--- config.mk ---
export PLATFORM = sky130hd
export DESIGN_NAME = spi_frame_buffer
export DESIGN_NICKNAME = d
export VERILOG_FILES = /design/src/rtl/spi_frame_buffer.sv
export SDC_FILE = /design/constraint.sdc
export NUM_CORES = 1
export LEC_CHECK = 0
export CORE_MARGIN = 5
export CORE_UTILIZATION = 54
export CTS_CLUSTER_SIZE = 14
export DETAILED_ROUTE_END_ITERATION = 16
export MAX_ROUTING_LAYER = met4
export PLACE_DENSITY_LB_ADDON = 0.05
export SLEW_MARGIN = 30
export SYNTH_ARGS = -nofsm -noshare
export SYNTH_HDL_FRONTEND = slang
export SYNTH_SLANG_ARGS = --single-unit
export TNS_END_PERCENT = 10
--- constraint.sdc ---
create_clock -name clk -period 5.43 [get_ports clk]
set_input_delay 1.086 -clock clk [delete_from_list [all_inputs] [get_ports clk]]
set_output_delay 1.086 -clock clk [all_outputs]
set_load 0.02 [all_outputs]
--- src/rtl/spi_frame_buffer.sv ---
// SPI readout frame buffer: collects N_BYTES bytes plus header and ADC sample, presents them through a one-deep valid/ready slot.
// Optional idle-abort logic is guarded by SPI_FRAME_TIMEOUT_EN; when undefined, timeout is tied low.
module spi_frame_buffer #(
   parameter int  N_BYTES     = 5,
   parameter int  ADC_W       = 12,
   parameter int  TIMEOUT_CYC = 255,
   localparam int FRAME_W     = 24 + 8*N_BYTES + ADC_W
) (
   input  logic               clk,
   input  logic               rst,
   input  logic               frame_start,
   input  logic [7:0]         spi_id_in,
   input  logic [7:0]         spi_select,
   input  logic [7:0]         spi_reg,
   input  logic               byte_vld,
   input  logic [7:0]         data_rec_in,
   input  logic [ADC_W-1:0]   xadc_rec_in,
   input  logic               frame_rdy,
   output logic               frame_vld,
   output logic [FRAME_W-1:0] frame_out,
   output logic               busy,
   output logic               overflow,
   output logic               timeout
);
   localparam int               CNT_W   = (N_BYTES > 1) ? $clog2(N_BYTES) : 1;
   localparam int               BYTES_W = 8*N_BYTES;
   localparam logic [CNT_W-1:0] LAST    = CNT_W'(N_BYTES - 1);

   typedef enum logic [1:0] {IDLE, COLLECT, FULL} state_t;

   state_t             state, state_nxt;
   logic [CNT_W-1:0]   cnt, cnt_nxt, base_cnt;
   logic [BYTES_W-1:0] asm_q, asm_nxt, base_asm, filled, commit_bytes;
   logic [23:0]        hdr, hdr_nxt;
   logic               commit, slot_free, ovf_nxt, abort;

   assign busy = (state != IDLE);

   always_comb begin
      slot_free    = !frame_vld || frame_rdy;
      base_cnt     = frame_start ? '0 : cnt;
      base_asm     = frame_start ? '0 : asm_q;
      // A byte arriving with frame_start becomes byte0 of the new frame.
      filled       = base_asm;
      for (int k = 0; k < N_BYTES; k++) begin
         if (base_cnt == CNT_W'(k)) filled[8*(N_BYTES-1-k) +: 8] = data_rec_in;
      end
      state_nxt    = state;
      cnt_nxt      = cnt;
      asm_nxt      = asm_q;
      hdr_nxt      = hdr;
      commit_bytes = asm_q;
      commit       = 1'b0;
      ovf_nxt      = 1'b0;
      case (state)
         IDLE, COLLECT: begin
            if (frame_start) begin
               hdr_nxt   = {spi_id_in, spi_select, spi_reg};
               cnt_nxt   = '0;
               asm_nxt   = '0;
               state_nxt = COLLECT;
            end
            if (byte_vld && (frame_start || state == COLLECT)) begin
               if (base_cnt == LAST) begin
                  commit_bytes = filled;
                  if (slot_free) begin
                     commit    = 1'b1;
                     state_nxt = IDLE;
                  end else begin
                     asm_nxt   = filled;
                     state_nxt = FULL;
                  end
               end else begin
                  asm_nxt   = filled;
                  cnt_nxt   = base_cnt + CNT_W'(1);
                  state_nxt = COLLECT;
               end
            end else if (abort) begin
               state_nxt = IDLE;
            end
         end
         FULL: begin
            ovf_nxt = frame_start || byte_vld;
            if (frame_vld && frame_rdy) begin
               commit    = 1'b1;
               state_nxt = IDLE;
            end
         end
         default: state_nxt = IDLE;
      endcase
   end

   always_ff @(posedge clk) begin
      if (!rst) begin
         state     <= IDLE;
         cnt       <= '0;
         asm_q     <= '0;
         hdr       <= '0;
         frame_vld <= 1'b0;
         frame_out <= '0;
         overflow  <= 1'b0;
      end else begin
         state    <= state_nxt;
         cnt      <= cnt_nxt;
         asm_q    <= asm_nxt;
         hdr      <= hdr_nxt;
         overflow <= ovf_nxt;
         if (commit) begin
            frame_out <= {hdr_nxt, commit_bytes, xadc_rec_in};
            frame_vld <= 1'b1;
         end else if (frame_rdy) begin
            frame_vld <= 1'b0;
         end
      end
   end

`ifdef SPI_FRAME_TIMEOUT_EN
   localparam int          IDLE_W    = $clog2(TIMEOUT_CYC + 1);
   localparam logic [IDLE_W-1:0] IDLE_LAST = IDLE_W'(TIMEOUT_CYC - 1);
   logic [IDLE_W-1:0] idle_cnt, idle_nxt;

   always_comb begin
      idle_nxt = '0;
      abort    = 1'b0;
      if (state == COLLECT && !frame_start && !byte_vld) begin
         if (idle_cnt == IDLE_LAST) abort = 1'b1;
         else                       idle_nxt = idle_cnt + IDLE_W'(1);
      end
   end

   always_ff @(posedge clk) begin
      if (!rst) begin
         idle_cnt <= '0;
         timeout  <= 1'b0;
      end else begin
         idle_cnt <= idle_nxt;
         timeout  <= abort;
      end
   end
`else
   logic unused_timeout_cfg;
   assign unused_timeout_cfg = (TIMEOUT_CYC == 0);
   assign abort   = 1'b0;
   assign timeout = 1'b0;
`endif
endmodule

==> summary.md, run 1 <==
| Metric | Value |
|---|---|
| FP Rows | 37 |
| Netlist Area Pre-Place | ~5700 sq um |
| I/O pin count | around 130 |
| CP Capture Type | register |
| RR Startpoint | state[1] |
| Final WS setup | 1920 ps |
| Antenna cells | 0 |
| Routed vias | ~4800 |
| Share of layout cells above drive strength 1 | between 7 and 8% |
| Setup crit end | frame_out[28] |
| Worst min path class | register to register |
| Final instance area | 7590 sq um |
| # port buffers | around 130 |
| First-pass GRT wire length | ~23000 microns |
| Cells after synthesis | 626 |
| Post CTS Setup Buffer Count | 0 |
| Setup TNS | 0 ps |
| Die Y | between 100 and 150 microns |
| Area Growth Syn to Fin | 33.9% |
| Yosys warnings | 0 |
| Final Hold Fails | 0 |
| RSZ-0062 raised after global routing | false |
| Crit-path max FO | 41 |
| DP Area | 6980 sq um |
| Commonest non-fill, non-tap cells in the layout | nand2_1 (165), dfxtp_1 (147), clkdlybuf4s50_1 (126) |
| Seq/Total Area, Yosys | between 50% and 60% |
| Hold-fix buffers at CTS | 0 |
| # H-tree levels | 4 |
| Post-DR vias/cell | ~5.4 |
| Flops & latches, synth | 147 |
| Top post-synthesis cells by area | dfxtp_1 (52%), nand2_1 (11%), mux2i_1 (8.3%), a21oi_1 (6.9%), a21o_1 (3.2%) |
| First-pass iteration count of the detailed router | 5 |
| Mapped Nets | between 600 and 700 |
| Vias in the first global route | ~4700 |
| Status | completed |
| Distinct cells, synth | 38 |
| Max Cap Violations | 0 |
| Yosys top cell area share | about half |
| Largest net degree at the start of global routing | 72 |
| Crit path required time | approximately 5800 ps |
| Final wirelength | 13800 microns |
| Worst Reg-to-Reg Cells | 6 |
| Leak Pwr | roughly 3 nW |
| Die area | approximately 13000 sq um |
| Starting Density | between 50% and 60% |
| Clock skew | around 7.5 ps |
| Commonest non-fill, non-tap cell in the layout | nand2_1 |
| Register area | between 2000 and 3000 sq um |
| Syn_area_per_cell | just over 9 sq um |
| PwrDens | between 300 and 400 nW/um^2 |
| Post-Place Setup Slack | roughly 1400 ps |
| Nets | 786 |
| Period Utilization, post-route | between 60% and 70% |
| Resized Gates After CTS | 0 |
| Total power | roughly 0.0024 W |
| CP startpoint | frame_start |
| Inserted Clock Buffers | 17 |
| HPWL Detailed | slightly above 9000 microns |
| Sink Count | approximately 150 |
| Initial antenna violation count | 0 |
| Fill cell count | 780 |
| Worst-path clk slew | 60 ps |
| DRT iter0 DRCs | 290 |
| Worst reg2reg path endpoint | frame_out[28] |
| Multi-input gate area | roughly 2500 sq um |
| Peak VDD IR | roughly 0.00018 V |
| Slew @ Worst Pin | around 800 ps |
| Setup CP Type | input pin to register |
| Antenna Nets Post-Route | 0 |
| Worst-Skew Late Latency | 520 ps |
| Tot GR Track Use | between 20% and 30% |
| Crit path DAT | slightly below 4000 ps |
| Worst Setup Start Kind | input pin |
| GPL Wtd Cong | 0.848 |
| Total gr overflow | 0 |
| Die W | ~110 microns |
| FMAX | approximately 290 MHz |
| Reg-to-reg slack, setup | ~3000 ps |
| Final Max Tran Viols | 0 |
| Clock buffer depth | 2 |
| Cell taking the most area after synthesis | dfxtp_1 |
| DRC errors left | 0 |
| Core area | 10300 sq um |
| Final setup fails | 0 |
| CTS tree | done |
| WL/cell | 15.7 microns |
| CTS Root Cell | clkbuf_8 |
| Fin crit period | 3510 ps |
| Slew headroom | ~47% |
[Yosys cell counts (all sizes together)]
cell type and instances:
nor4 3, a31oi 1, and4 1, and2 2, nand2 166, dfxtp 147, a21oi 78, nand3b 6
o221ai 8, conb 1, o32ai 1, clkbuf 31, buf 16, nand2b 6, inv 6, ha 5
nor3 1, o21ai 3, o21a 1, o22ai 24, or4b 1, nand4b 1, or3 2, mux2i 47
a22o 8, nor2b 2, a21o 24, or2 1, o221a 1, a41oi 1, a211oi 8, and3b 1
nor2 22
[worst max-delay path: stages]
cell             delay [ps]
clkdlybuf4s50_1         700
inv_1                   160
nand2_1                 140
ha_1                    280
nand3b_4                190
o32ai_4                 290
buf_4                   440
nand2_1                 120
buf_4                   280
mux2i_1                 170
[kinds of logic after synthesis]
group	synth area share [%]
and+or+nand+nor	16.3
other	0.0662
AOI/OAI and AO/OA	18.3
DFF	52.0
adders and majority gates	1.10
buffers and inverters	3.98
muxes	8.31
[sequential cells by signal, summed over array words and instances, names as in the netlist]
signal,cells
frame_vld,1
overflow,1
asm_q,40
hdr,24
state,2
frame_out,76
cnt,3
[layer usage]
metal / routed length, microns / GRT usage (%)
met2: 6470 / 34.9
met5: 0 / -
met4: 228 / 8.09
met1: 6360 / 29.8
met3: 760 / 5.01
[final cells by class]
class / count / share of cell area [%]
Tap cell: 136 / 2.24
Sequential cell: 147 / 38.8
Timing Repair Buffer: 134 / 17.4
Multi-Input combinational cell: 426 / 33.3
Clock inverter: 13 / 2.42
Inverter: 6 / 0.297
Clock buffer: 18 / 5.51
[per-stage QoR]
step / instances / util (%) / hold slack (ps)
2_1_floorplan: 626 / - / 440
3_3_place_gp: 849 / 67.8 / 441
3_5_place_dp: 849 / 67.9 / 449
4_1_cts: 880 / 73.8 / 461
5_1_grt: 880 / 73.8 / 474
6_report: 880 / 73.8 / 456
[power breakdown]
| part | switching [W] | internal [W] | leakage [nW] | total, W |
|---|---|---|---|---|
| sequential | 0.00000523 | 0.00109 | 1.19 | 0.00110 |
| combinational | 0.0000690 | 0.0000507 | 1.58 | 0.000120 |
| clock | 0.000438 | 0.000743 | 0.287 | 0.00118 |
| total | 0.000512 | 0.00189 | 3.05 | 0.00240 |
[worst min-delay path by stage]
stage          slack [ps]  cells past startpoint     startpoint             to
6_report              460                      2  frame_out[38]  frame_out[38]
3_5_place_dp          450                      2  frame_out[11]  frame_out[11]
5_1_grt               470                      2  frame_out[36]  frame_out[36]
2_1_floorplan         440                      2         hdr[0]         hdr[0]
4_1_cts               460                      2        hdr[23]        hdr[23]
3_3_place_gp          440                      2   frame_out[7]   frame_out[7]
No activity file was read; power rests on OpenSTA's default activity.
==> inputs of run 2 (changes only) <==
- CORE_UTILIZATION: 54 -> 45
- clock period: 5.43 -> 3.1 ns (I/O delays scaled with it)
==> run 2 against run 1 <==
Effect of this change: cell count grew 5.3%; highest routed layer unchanged; critical path depth is 8 lower; total power increased by 81%; sequential power up 75%; first-iteration DRC count rose by 9.0%; die area up 18%; clock power is 86% higher; hold slack barely moved; largest power group unchanged; non-clock buffer count up 10; worst setup slack got worse by 1500 ps; via count rose by 0.94%.
==> summary.md, run 2 (synthesized netlist as in run 1, its figures left out) <==
| Metric | Value |
|---|---|
| PwrDens | 561 nW/um^2 (+77%) |
| Worst-path clk slew | 60 ps (about the same) |
| Final setup fails | 0 (unchanged) |
| Int Power | 0.00346 W (+83%) |
| Worst min path class | register to register |
| # port buffers | 127 (unchanged) |
| Critical-path cell list | or2_2, clkdlybuf4s50_1 |
| Worst Setup Start Kind | register |
| Final Max Tran Viols | 0 (unchanged) |
| Clock buffer depth | 2 (unchanged) |
| Slew headroom | 50.1% (+3.3 points) |
| Period Utilization, post-route | a little under nine tenths |
| CP top delay family | flip-flops |
| Nets | 796 (+1.3%) |
| Area Growth Syn to Fin | 36.7% |
| Fin util | 62.1% (-12 points) |
| Tot GR Track Use | 20.4% (-2.3 points) |
| GPL Wtd Cong | 0.845 (-0.40%) |
| Largest net degree at the start of global routing | 46 (-36%) |
| Share of layout cells above drive strength 1 | 8.87% (+1.3 points) |
| WL/cell | 15.7 microns (about the same) |
| Switching Share | 20.4% (-0.96 points) |
| Fin crit period | around 2600 ps |
| RSZ-0062 raised after global routing | false |
| Final wirelength | 14500 microns (+5.2%) |
| DRT iter0 DRCs | 316 (+9.0%) |
| FP Rows | 41 (+11%) |
| Slew @ Worst Pin | 746 ps (-52.0 ps) |
| I/O pin count | 129 (unchanged) |
| FMAX | roughly 380 MHz |
| Die Y | 122 microns (+8.7%) |
| Die W | 122 microns (+8.7%) |
| Crit-path max FO | 18 (-56%) |
| Hold-fix buffers at CTS | 0 (unchanged) |
| Routed vias | 4834 (+0.94%) |
| DRC errors left | 0 (unchanged) |
| Antenna Nets Post-Route | 0 (unchanged) |
| Leak Pwr | 3.13 nW (+2.6%) |
| Die area | 14900 sq um (+18%) |
| Resized Gates After CTS | 0 (unchanged) |
| Final Hold Fails | 0 (unchanged) |
| Status | completed |
| Top reg by flops | frame_out |
| Commonest non-fill, non-tap cell in the layout | nand2_1 |
| Initial antenna violation count | 0 (unchanged) |
| Peak VDD IR | 0.000301 V (+64%) |
| Core area | 12500 sq um (+21%) |
| Max FFs per register | 76 (unchanged) |
| Crit path DAT | 2020 ps (-1870 ps) |
| Max Cap Violations | 0 (unchanged) |
| Psw | 0.000886 W (+73%) |
| Setup CP Type | register to output pin |
| Seq pwr share | 44.3% (-1.5 points) |
| First-pass GRT wire length | 23400 microns (+1.6%) |
| Sink Count | 147 (unchanged) |
| Clock skew | 4.83 ps (-2.70 ps) |
| Commonest non-fill, non-tap cells in the layout | nand2_1 (165), dfxtp_1 (147), clkdlybuf4s50_1 (126) |
| CP Capture Type | output pin |
| Buf/Inv on CP | 1 (-3) |
| CTS Root Cell | clkbuf_16 |
| Post CTS Setup Buffer Count | 0 (unchanged) |
| HPWL Detailed | 9870 microns (+7.2%) |
| Logic pwr share | 5.0% (about the same) |
| Inserted Clock Buffers | 17 (unchanged) |
| # H-tree levels | 4 (unchanged) |
| Antenna cells | 0 (unchanged) |
| Biggest regs | frame_out (76), asm_q (40), hdr (24) |
| Worst-Skew Late Latency | 420 ps (-100 ps) |
| Clock power frac | 50.7% (+1.5 points) |
| Vias in the first global route | 4759 (+1.9%) |
| Crit path required time | 2480 ps (-3340 ps) |
| Setup TNS | 0 ps (unchanged) |
| First-pass iteration count of the detailed router | 4 (-1) |
| CTS tree | done |
| Total gr overflow | 0 (unchanged) |
| CP peak stage delay | 780 ps (+80 ps) |
| Slowest cell on crit path | dfxtp_1 |
| Post-DR vias/cell | 5.21 (-4.2%) |
| Starting Density | 45.4% (-9.7 points) |
==> run 2: power by group through the flow <==
stage	clock network, W	registers [W]	logic, W
final	0.00220	0.00192	0.000216
after global routing	0.00232	0.00193	0.000236
after CTS	0.00224	0.00192	0.000217
after detailed placement	0	0.00197	0.000216
after global placement	0	0.00196	0.000211
after floorplan	0	0.00196	0.000110
==> run 2: worst min-delay path, stage by stage, from the launching register on <==
cell and delay (ps):
dfxtp_1 300, nand2_1 50, mux2i_1 50
==> run 2: final timing paths <==
path	start	end	slack [ps]	depth (start not counted)
setup reg to reg	state[1]	frame_out[22]	910	5
setup / recovery	state[1]	busy	460	2
hold reg to reg	frame_out[39]	frame_out[39]	460	2
hold / removal	frame_out[39]	frame_out[39]	460	2
==> run 2: final cells by class <==
class	instances	area (sq um)
Clock buffer	23	498
Clock inverter	9	149
Fill cell	1100	4720
Inverter	6	22.5
Multi-Input combinational cell	426	2510
Sequential cell	147	2940
Tap cell	172	215
Timing Repair Buffer	144	1410
==> run 2: metrics by stage <==
step	setup slack, ps	power [W]	cell area [sq um]	cells	hold slack [ps]
final	457	0.00434	7740	927	456
after global routing	359	0.00448	7740	927	481
after CTS	434	0.00438	7740	927	459
after detailed placement	126	0.00218	7100	895	451
after global placement	239	0.00218	7100	895	443
after floorplan	646	0.00207	5660	626	440
==> run 2: routing by layer <==
metal / vias up / GRT usage [%] / wire (microns)
li1: 2381 / - / -
met1: 2322 / 26.2 / 6870
met2: 112 / 31.8 / 6860
met3: 19 / 4.97 / 637
met4: 0 / 6.72 / 182
met5: - / - / 0
==> inputs of run 3 (changes only) <==
- GPL_ROUTABILITY_DRIVEN: not set -> 1
- SETUP_SLACK_MARGIN: not set -> 0.1
==> results of run 3 <==
Final layout, timing and power as in run 2 (identical DEF).
